`src/rtl/hazard_pkg.sv`:
```
// Shared types, constants and helpers for the forwarding / load-use hazard unit.
package hazard_pkg;

    // Forward select value meaning "take the operand from the register file".
    localparam int FWD_RF = 0;

    // Control part of a pipeline-stage entry. The destination register is kept
    // next to it in the stage arrays because its width is a module parameter.
    typedef struct packed {
        logic valid;
        logic regwrite;
        logic is_load;
    } stage_ctl_t;

    // Ceiling log2, used to size the per-port forward select.
    function automatic int clog2(input int value);
        int r;
        r = 0;
        while ((1 << r) < value) begin
            r = r + 1;
        end
        return r;
    endfunction

endpackage

```
`src/rtl/hazard_scoreboard_fwd_port_select.sv`:
```
// Per-read-port forwarding priority comparator: picks the youngest post-EX
// stage whose destination matches this port's source register.
module fwd_port_select
    import hazard_pkg::*;
#(
    parameter int REG_AW = 5,
    parameter int DEPTH  = 2,
    parameter int SELW   = clog2(DEPTH + 1)
) (
    input  logic [REG_AW-1:0]       rs_i,
    input  logic                    rs_en_i,
    input  logic                    ex_valid_i,
    input  logic [DEPTH-1:0]        src_vld_i,
    input  logic [DEPTH*REG_AW-1:0] src_rd_i,
    output logic [SELW-1:0]         sel_o
);

    // Scan oldest to youngest so the youngest (smallest k) match is left standing.
    always_comb begin
        sel_o = SELW'(FWD_RF);
        if (ex_valid_i && rs_en_i) begin
            for (int k = DEPTH; k >= 1; k--) begin
                if (src_vld_i[k-1] && (src_rd_i[(k-1)*REG_AW +: REG_AW] == rs_i)) begin
                    sel_o = SELW'(k);
                end
            end
        end
    end

endmodule

```
`src/rtl/hazard_scoreboard.sv`:
```
// Forwarding and load-use hazard unit. Tracks the destination of every issued
// instruction through EX (stage 0) and DEPTH post-EX stages, drives the EX
// operand forward selects and stalls ID when a load result is not yet
// forwardable.
module hazard_scoreboard
    import hazard_pkg::*;
#(
    parameter  int REG_AW     = 5,
    parameter  int NRD        = 2,
    parameter  int DEPTH      = 2,
    parameter  int LOAD_STAGE = 2,
    parameter  int CNT_W      = 16,
    localparam int SELW       = clog2(DEPTH + 1)
) (
    input  logic                  clk,
    input  logic                  rst_n,
    input  logic                  issue_valid,
    input  logic [REG_AW-1:0]     issue_rd,
    input  logic                  issue_regwrite,
    input  logic                  issue_is_load,
    input  logic [NRD*REG_AW-1:0] id_rs,
    input  logic [NRD-1:0]        id_rs_en,
    input  logic                  hold,
    input  logic                  flush,
    output logic [NRD*SELW-1:0]   fwd_sel,
    output logic                  stall,
    output logic [CNT_W-1:0]      stall_cnt
);

    // Stage 0 is EX, stages 1..DEPTH are the post-EX stages.
    stage_ctl_t             stg_q   [DEPTH+1];
    stage_ctl_t             stg_d   [DEPTH+1];
    logic [REG_AW-1:0]      rd_q    [DEPTH+1];
    logic [REG_AW-1:0]      rd_d    [DEPTH+1];
    logic [NRD*REG_AW-1:0]  ex_rs_q;
    logic [NRD*REG_AW-1:0]  ex_rs_d;
    logic [NRD-1:0]         ex_rs_en_q;
    logic [NRD-1:0]         ex_rs_en_d;
    logic [CNT_W-1:0]       stall_cnt_q;
    logic [CNT_W-1:0]       stall_cnt_d;

    logic [DEPTH:0]         is_src;
    logic                   load_hazard;
    logic                   capture;
    logic [DEPTH*REG_AW-1:0] post_rd;

    // An entry can forward when it is live, writes a register and that register is not x0.
    always_comb begin
        for (int s = 0; s <= DEPTH; s++) begin
            is_src[s] = stg_q[s].valid & stg_q[s].regwrite & (rd_q[s] != '0);
        end
    end

    // Load-use detection: a load that has not yet reached LOAD_STAGE cannot feed
    // the ID instruction when it enters EX on the next edge.
    always_comb begin
        load_hazard = 1'b0;
        for (int s = 0; s <= DEPTH; s++) begin
            for (int p = 0; p < NRD; p++) begin
                if ((s + 1 < LOAD_STAGE) && is_src[s] && stg_q[s].is_load &&
                    id_rs_en[p] && (id_rs[p*REG_AW +: REG_AW] == rd_q[s])) begin
                    load_hazard = 1'b1;
                end
            end
        end
    end

    assign stall     = issue_valid & ~flush & load_hazard;
    assign capture   = issue_valid & ~stall & ~flush;
    assign stall_cnt = stall_cnt_q;

    // Next state: shift the post-EX stages and fill EX with the ID instruction or a bubble.
    always_comb begin
        stg_d       = stg_q;
        rd_d        = rd_q;
        ex_rs_d     = ex_rs_q;
        ex_rs_en_d  = ex_rs_en_q;
        stall_cnt_d = stall_cnt_q;
        if (!hold) begin
            for (int k = DEPTH; k >= 1; k--) begin
                stg_d[k] = stg_q[k-1];
                rd_d[k]  = rd_q[k-1];
            end
            // A flushed EX instruction is killed rather than carried onward.
            if (flush) begin
                stg_d[1].valid = 1'b0;
            end
            stg_d[0].valid    = capture;
            stg_d[0].regwrite = issue_regwrite;
            stg_d[0].is_load  = issue_is_load;
            rd_d[0]           = issue_rd;
            ex_rs_d           = id_rs;
            ex_rs_en_d        = id_rs_en;
            if (stall && (stall_cnt_q != '1)) begin
                stall_cnt_d = stall_cnt_q + 1'b1;
            end
        end
    end

    // Control state: valid/flags and the stall counter, cleared asynchronously.
    always_ff @(posedge clk or negedge rst_n) begin
        if (!rst_n) begin
            for (int k = 0; k <= DEPTH; k++) begin
                stg_q[k] <= '0;
            end
            stall_cnt_q <= '0;
        end else begin
            stg_q       <= stg_d;
            stall_cnt_q <= stall_cnt_d;
        end
    end

    // Register addresses only matter under a valid bit, so they carry no reset.
    always_ff @(posedge clk) begin
        rd_q       <= rd_d;
        ex_rs_q    <= ex_rs_d;
        ex_rs_en_q <= ex_rs_en_d;
    end

    // Flatten the post-EX destinations for the per-port comparators.
    always_comb begin
        post_rd = '0;
        for (int k = 1; k <= DEPTH; k++) begin
            post_rd[(k-1)*REG_AW +: REG_AW] = rd_q[k];
        end
    end

    for (genvar p = 0; p < NRD; p++) begin : g_port
        fwd_port_select #(
            .REG_AW (REG_AW),
            .DEPTH  (DEPTH),
            .SELW   (SELW)
        ) u_sel (
            .rs_i       (ex_rs_q[p*REG_AW +: REG_AW]),
            .rs_en_i    (ex_rs_en_q[p]),
            .ex_valid_i (stg_q[0].valid),
            .src_vld_i  (is_src[DEPTH:1]),
            .src_rd_i   (post_rd),
            .sel_o      (fwd_sel[p*SELW +: SELW])
        );
    end

endmodule

```
`config.mk`:
```
export PLATFORM = sky130hd
export DESIGN_NAME = hazard_scoreboard
export DESIGN_NICKNAME = d
export VERILOG_FILES = /design/src/rtl/hazard_pkg.sv /design/src/rtl/hazard_scoreboard_fwd_port_select.sv /design/src/rtl/hazard_scoreboard.sv
export SDC_FILE = /design/constraint.sdc
export NUM_CORES = 1
export LEC_CHECK = 0
export ABC_AREA = 1
export CORE_MARGIN = 1.5
export CORE_UTILIZATION = 30
export CTS_BUF_LIST = sky130_fd_sc_hd__clkbuf_4 sky130_fd_sc_hd__clkbuf_8
export DETAILED_ROUTE_END_ITERATION = 8
export SYNTH_ARGS = -nofsm -noshare
export SYNTH_HDL_FRONTEND = slang
export SYNTH_SLANG_ARGS = --single-unit
```
`constraint.sdc`:
```
create_clock -name clk -period 2.3 [get_ports clk]
set_input_delay 0.46 -clock clk [delete_from_list [all_inputs] [get_ports clk]]
set_output_delay 0.46 -clock clk [all_outputs]
set_load 0.02 [all_outputs]
```
# Yosys cells after proc, flatten, opt, wreduce, memory -nomap -nowiden
# Index checks and enable logic that the tools add are counted.
[totals] register_bits=50 in_bits=24 out_inout_bits=21 wordCells=59
[classes] add_sub_neg=1 n_eq_ne=7 mux=9 bitwise_logic=13 n_reduce_logical=16
[op_table] cell="5-bit equality test" count=6
[op_table] cell="16-bit by 1-bit adder with 16-bit output, second input constant" count=1
[op_table] cell="16-bit != test, second input constant" count=1
[op_table] cell="5-bit nonzero test" count=3
[op_table] cell="1-bit logical AND" count=12
[op_table] cell="2-bit two-way mux" count=6
[op_table] cell="1-bit bitwise AND" count=10
[op_table] cell="1-bit two-way mux" count=3
[op_table] cell="1-bit inverter" count=3
[op_table] cell="2-bit AND reduction" count=1

# Depth between registers and ports, before layout
[depth] ltp_word=11 ltp_mapped=12

# Hierarchy
# A second synthesis with hierarchy kept.
[unflattened] cells_unflattened=370 hier_area_um2=2812.7
[modules_own_cells] mod="hazard_scoreboard" instances=1 cells_per_inst=250 area_each_um2=2327.2
[modules_own_cells] mod="fwd_port_select" instances=2 cells_per_inst=60 area_each_um2=242.7

# Worst setup path before layout
# No wires, ideal clock.
[synth_timing] path_kind="in2out" from="input id_rs[4]" to="output stall" arrival_time_ns=1.400 required_time_ns=1.840 setup_slack_ns=0.440 stages=8 cell_sequence="inv_1 nand2_1 nand2_1 nor2_1 nand3_1 nand2_2 nand2_1 nor3_1"
[synth_via] elab_chain_cells=5
[synth_lines] item="from (decl)" line="hazard_scoreboard.sv:21" source="input logic [NRD*REG_AW-1:0] id_rs,"
[synth_lines] item="5-bit equality test" line="hazard_scoreboard.sv:61" source="id_rs_en[p] && (id_rs[p*REG_AW +: REG_AW] == rd_q[s])) begin"
[synth_lines] item="1-bit logical AND" line="hazard_scoreboard.sv:61"
[synth_lines] item="1-bit two-way mux (2 in series)" line="hazard_scoreboard.sv:60" source="if ((s + 1 < LOAD_STAGE) && is_src[s] && stg_q[s].is_load &&"
[synth_lines] item="1-bit bitwise AND" line="hazard_scoreboard.sv:68" source="assign stall = issue_valid & ~flush & load_hazard;"
[synth_lines] item="to (decl)" line="hazard_scoreboard.sv:26" source="output logic stall,"
# Every way passes these cells.

# Worst setup path in the final report
[layout_timing] from="input id_rs[3]" to="output stall"
# The elaborated chain is that of the path after synthesis.

==> impl_metrics.toml <==
[power_and_ir_drop]
powerDensity_mw_per_mm2 = 513
pwr-share-clk = 0.297
internal_power_mw = 1.32
swShare = 0.255
p_sw_uw = 452
pwr-share-seq = 0.588
combPwrFrac = 0.115
vdd_ir_drop_max_uv = 238
p_leak_nw = 1.54

[global_route]
grt_usage = 0.129
grt_overflow_total = 0
antenna_found_initial = 0
grt_pass1_wl_mm = 9.77
grt_max_degree = 34
grt_pass1_vias = 2037

[critical_path]
crit_fanout = 3
critPathCaptureType = "output pin"
cp.required_ps = 1840
arrival_ps = 1780
reg2reg_depth = 11
crit_type = "in -> out"
cp-start-kind = "input pin"

[die]
pin_count = 45
core-area_mm2 = 0.00864
fp.dieH_um = 97.0
die_area_mm2 = 0.00941
die_w_um = 97.0
row_count = 34
initial_utilization = 0.307

[hold_path]
hold_class = "reg -> reg"
worstHoldPathCells = 2

[place]
io_buffers = 44
place_inst = 466
dp_hpwl_mm = 4.41
routabilityCongestion = 0.858

[logic_synthesis]
yosys-top-cells-area = "edfxtp_1 (31%), dfrtp_1 (22%), nand2_1 (16%), xnor2_1 (4.6%), xor2_1 (4.6%)"
syn_nets = 327
netlist.top_cell.by_area = "edfxtp_1"
synth_cell_type_count = 33
synth_cells = 302
syn-mean-instance-area_um2 = 8.78
yosysTopAreaCellShare = 0.306
seq_area_frac_synth = 0.523
syn-cell-area_mm2 = 0.00265
ys_warn_count = 0
ys_ff_latch = 50

[final_layout]
layout.cells.non_filler = 476
area.growth.synth_to_final_pct = 30.3
diodes = 0
drive_gt1_frac = 0.130
fin_nets = 392
fillers = 860

[run_status]
status = "complete, no violations"

[cts]
cts_tree = "yes"
clk_path_buf_depth = 2
clk-insertion-delay-late_ps = 310
cts.sinks = 50
clkTransAtPathRegs_ps = 100
cts_max_level = 2
cts-buffers-inserted = 5
root_buffer = "clkbuf_8"

[drt]
wire_per_inst_um = 12.2
drc = 0
vias_per_cell = 4.46
antenna_left = 0
drtIter0Drc = 107
drt-total-wl_mm = 5.78
vias = 2122
drt_pass1_iterations = 4

[timing]
drv_slew = 0
final_hold_viol_count = 0
fmax_ghz = 0.446
finalCritPeriodShare = 0.975
fin_hold_ws_ps = 494
finalSetupViolCount = 0
rsz0062_at_grt = "true"
worst_pin_slew_ps = 308
tns_ps = 0
slew_headroom = 0.794
period_minus_slack_ps = 2240
clock_skew_ps = 4.80

[flow_run]
cap_viol_max_count = 0
## Yosys cell counts
library cell,count
inv_2,4
nand2_2,2
o211ai_1,2
o21ai_0,5
nor2_1,21
edfxtp_1,27
dfrtp_1,23
nor3_2,1
xor2_1,14
ha_1,1
a211oi_1,1
nor3_1,8
nand3_2,1
nand3_1,15
buf_6,2
xnor2_1,14
nand2_1,110
and2_1,1
nor3_4,1
nand3b_1,1
nor4_1,2
nor2_4,2
nor2_2,1
nand4_4,1
clkbuf_1,1
a21oi_1,3
inv_1,31
o21bai_1,1
nand4_1,2
nand2_4,1
o22ai_1,1
nand4_2,1
or2_2,1
## layout by cell type (no fill, tap or decap), types with 2 or more instances in the layout
cell type,instances
edfxtp_1,27
nor3_2,2
nor2_1,21
buf_12,2
o21ai_0,5
inv_2,4
a21oi_1,3
nand2_2,2
xor2_1,14
nand2_1,110
nand4_1,2
dfrtp_1,23
nor3_1,7
clkdlybuf4s50_1,39
o211ai_1,2
nand3_1,15
buf_4,16
xnor2_1,14
inv_1,31
clkbuf_8,5
nor2_4,2
clkbuf_2,3
## stage by stage
| step | area (um^2) | utilization | total power [mW] | worst slack, ps |
|---|---|---|---|---|
| floorplan | 2650 | - | 1.15 | 440 |
| global placement | 3340 | 0.387 | 1.25 | -441 |
| detailed placement | 3340 | 0.387 | 1.26 | -438 |
| CTS | 3430 | 0.397 | 1.78 | 4.01 |
| global route | 3460 | 0.400 | 1.85 | -75.5 |
| finish | 3460 | 0.400 | 1.77 | 58.0 |
## logic make-up (layout without fill, tap and decap cells)
| kind of cell | after synthesis | after routing | share of synthesized area |
|---|---|---|---|
| AO/OA/AOI/OAI | 13 | 13 | 0.0288 |
| buffers and inverters | 38 | 104 | 0.0594 |
| XOR/XNOR | 28 | 28 | 0.0925 |
| adder cells (fa/ha/maj) | 1 | 1 | 0.00472 |
| AND/OR/NAND/NOR | 172 | 172 | 0.292 |
| flip-flops | 50 | 50 | 0.523 |
## layer usage
metal | GRT usage | share of wire | up-vias
met5 | 0 | 0 | -
li1 | - | - | 1091
met3 | 0.0238 | 0.029 | 10
met1 | 0.175 | 0.49 | 979
met2 | 0.207 | 0.46 | 42
met4 | 0.0479 | 0.019 | 0
## repair_timing
action | in CTS | in global routing
pin swaps | 0 | 1
buffers inserted | 0 | 2
hold buffers | 0 | 0
gates resized for setup | 11 | 10
endpoints found under the setup margin | 5 | 5
## final cells by class
type / instances / area (um^2) / share of cell area
sequential: 50 / 1390 / 0.401
multi-input combinational: 214 / 1130 / 0.328
clock inverter: 3 / 25.0 / 0.00724
timing repair buffer: 61 / 576 / 0.166
clock buffer: 5 / 68.8 / 0.0199
tap: 108 / 135 / 0.0391
inverter: 35 / 131 / 0.0380
## flip-flops by register name (all words and copies together) (netlist names)
name / count
rd_q: 5
ex_rs_q: 10
ex_rs_en_q: 2
stg_q: 7
stall_cnt: 16
post_rd: 10
## worst max-delay path, stage by stage
cell	delay [ps]
clkdlybuf4s50_1	500
inv_1	50
nand2_1	60
nand2_1	60
nor2_1	110
nand3_1	90
nand2_2	90
nand2_1	80
nor3_2	110
buf_4	170
## path summary, 6_finish.rpt
kind / slack (ps) / to / start
worst max-delay path: 60 / stall / id_rs[3]
worst min-delay path: 490 / stg_q[1]$_DFFE_PN0N_ / stg_q[1]$_DFFE_PN0N_
worst max register to register: 570 / stall_cnt[13]$_DFFE_PN0P_ / stall_cnt[0]$_DFFE_PN0P_
worst min register to register: 490 / stg_q[1]$_DFFE_PN0N_ / stg_q[1]$_DFFE_PN0N_
max in group asynchronous: 1560 / stall_cnt[9]$_DFFE_PN0P_ / rst_n
min in group asynchronous: 500 / stall_cnt[15]$_DFFE_PN0P_ / rst_n
## power by group through the flow
stage / Sequential (mW) / Clock (mW) / Combinational, mW
floorplan: 1.05 / 0 / 0.0973
global placement: 1.06 / 0 / 0.191
detailed placement: 1.06 / 0 / 0.195
CTS: 1.04 / 0.542 / 0.198
global route: 1.05 / 0.575 / 0.227
finish: 1.04 / 0.527 / 0.204
No activity file was read; power rests on OpenSTA's default activity.
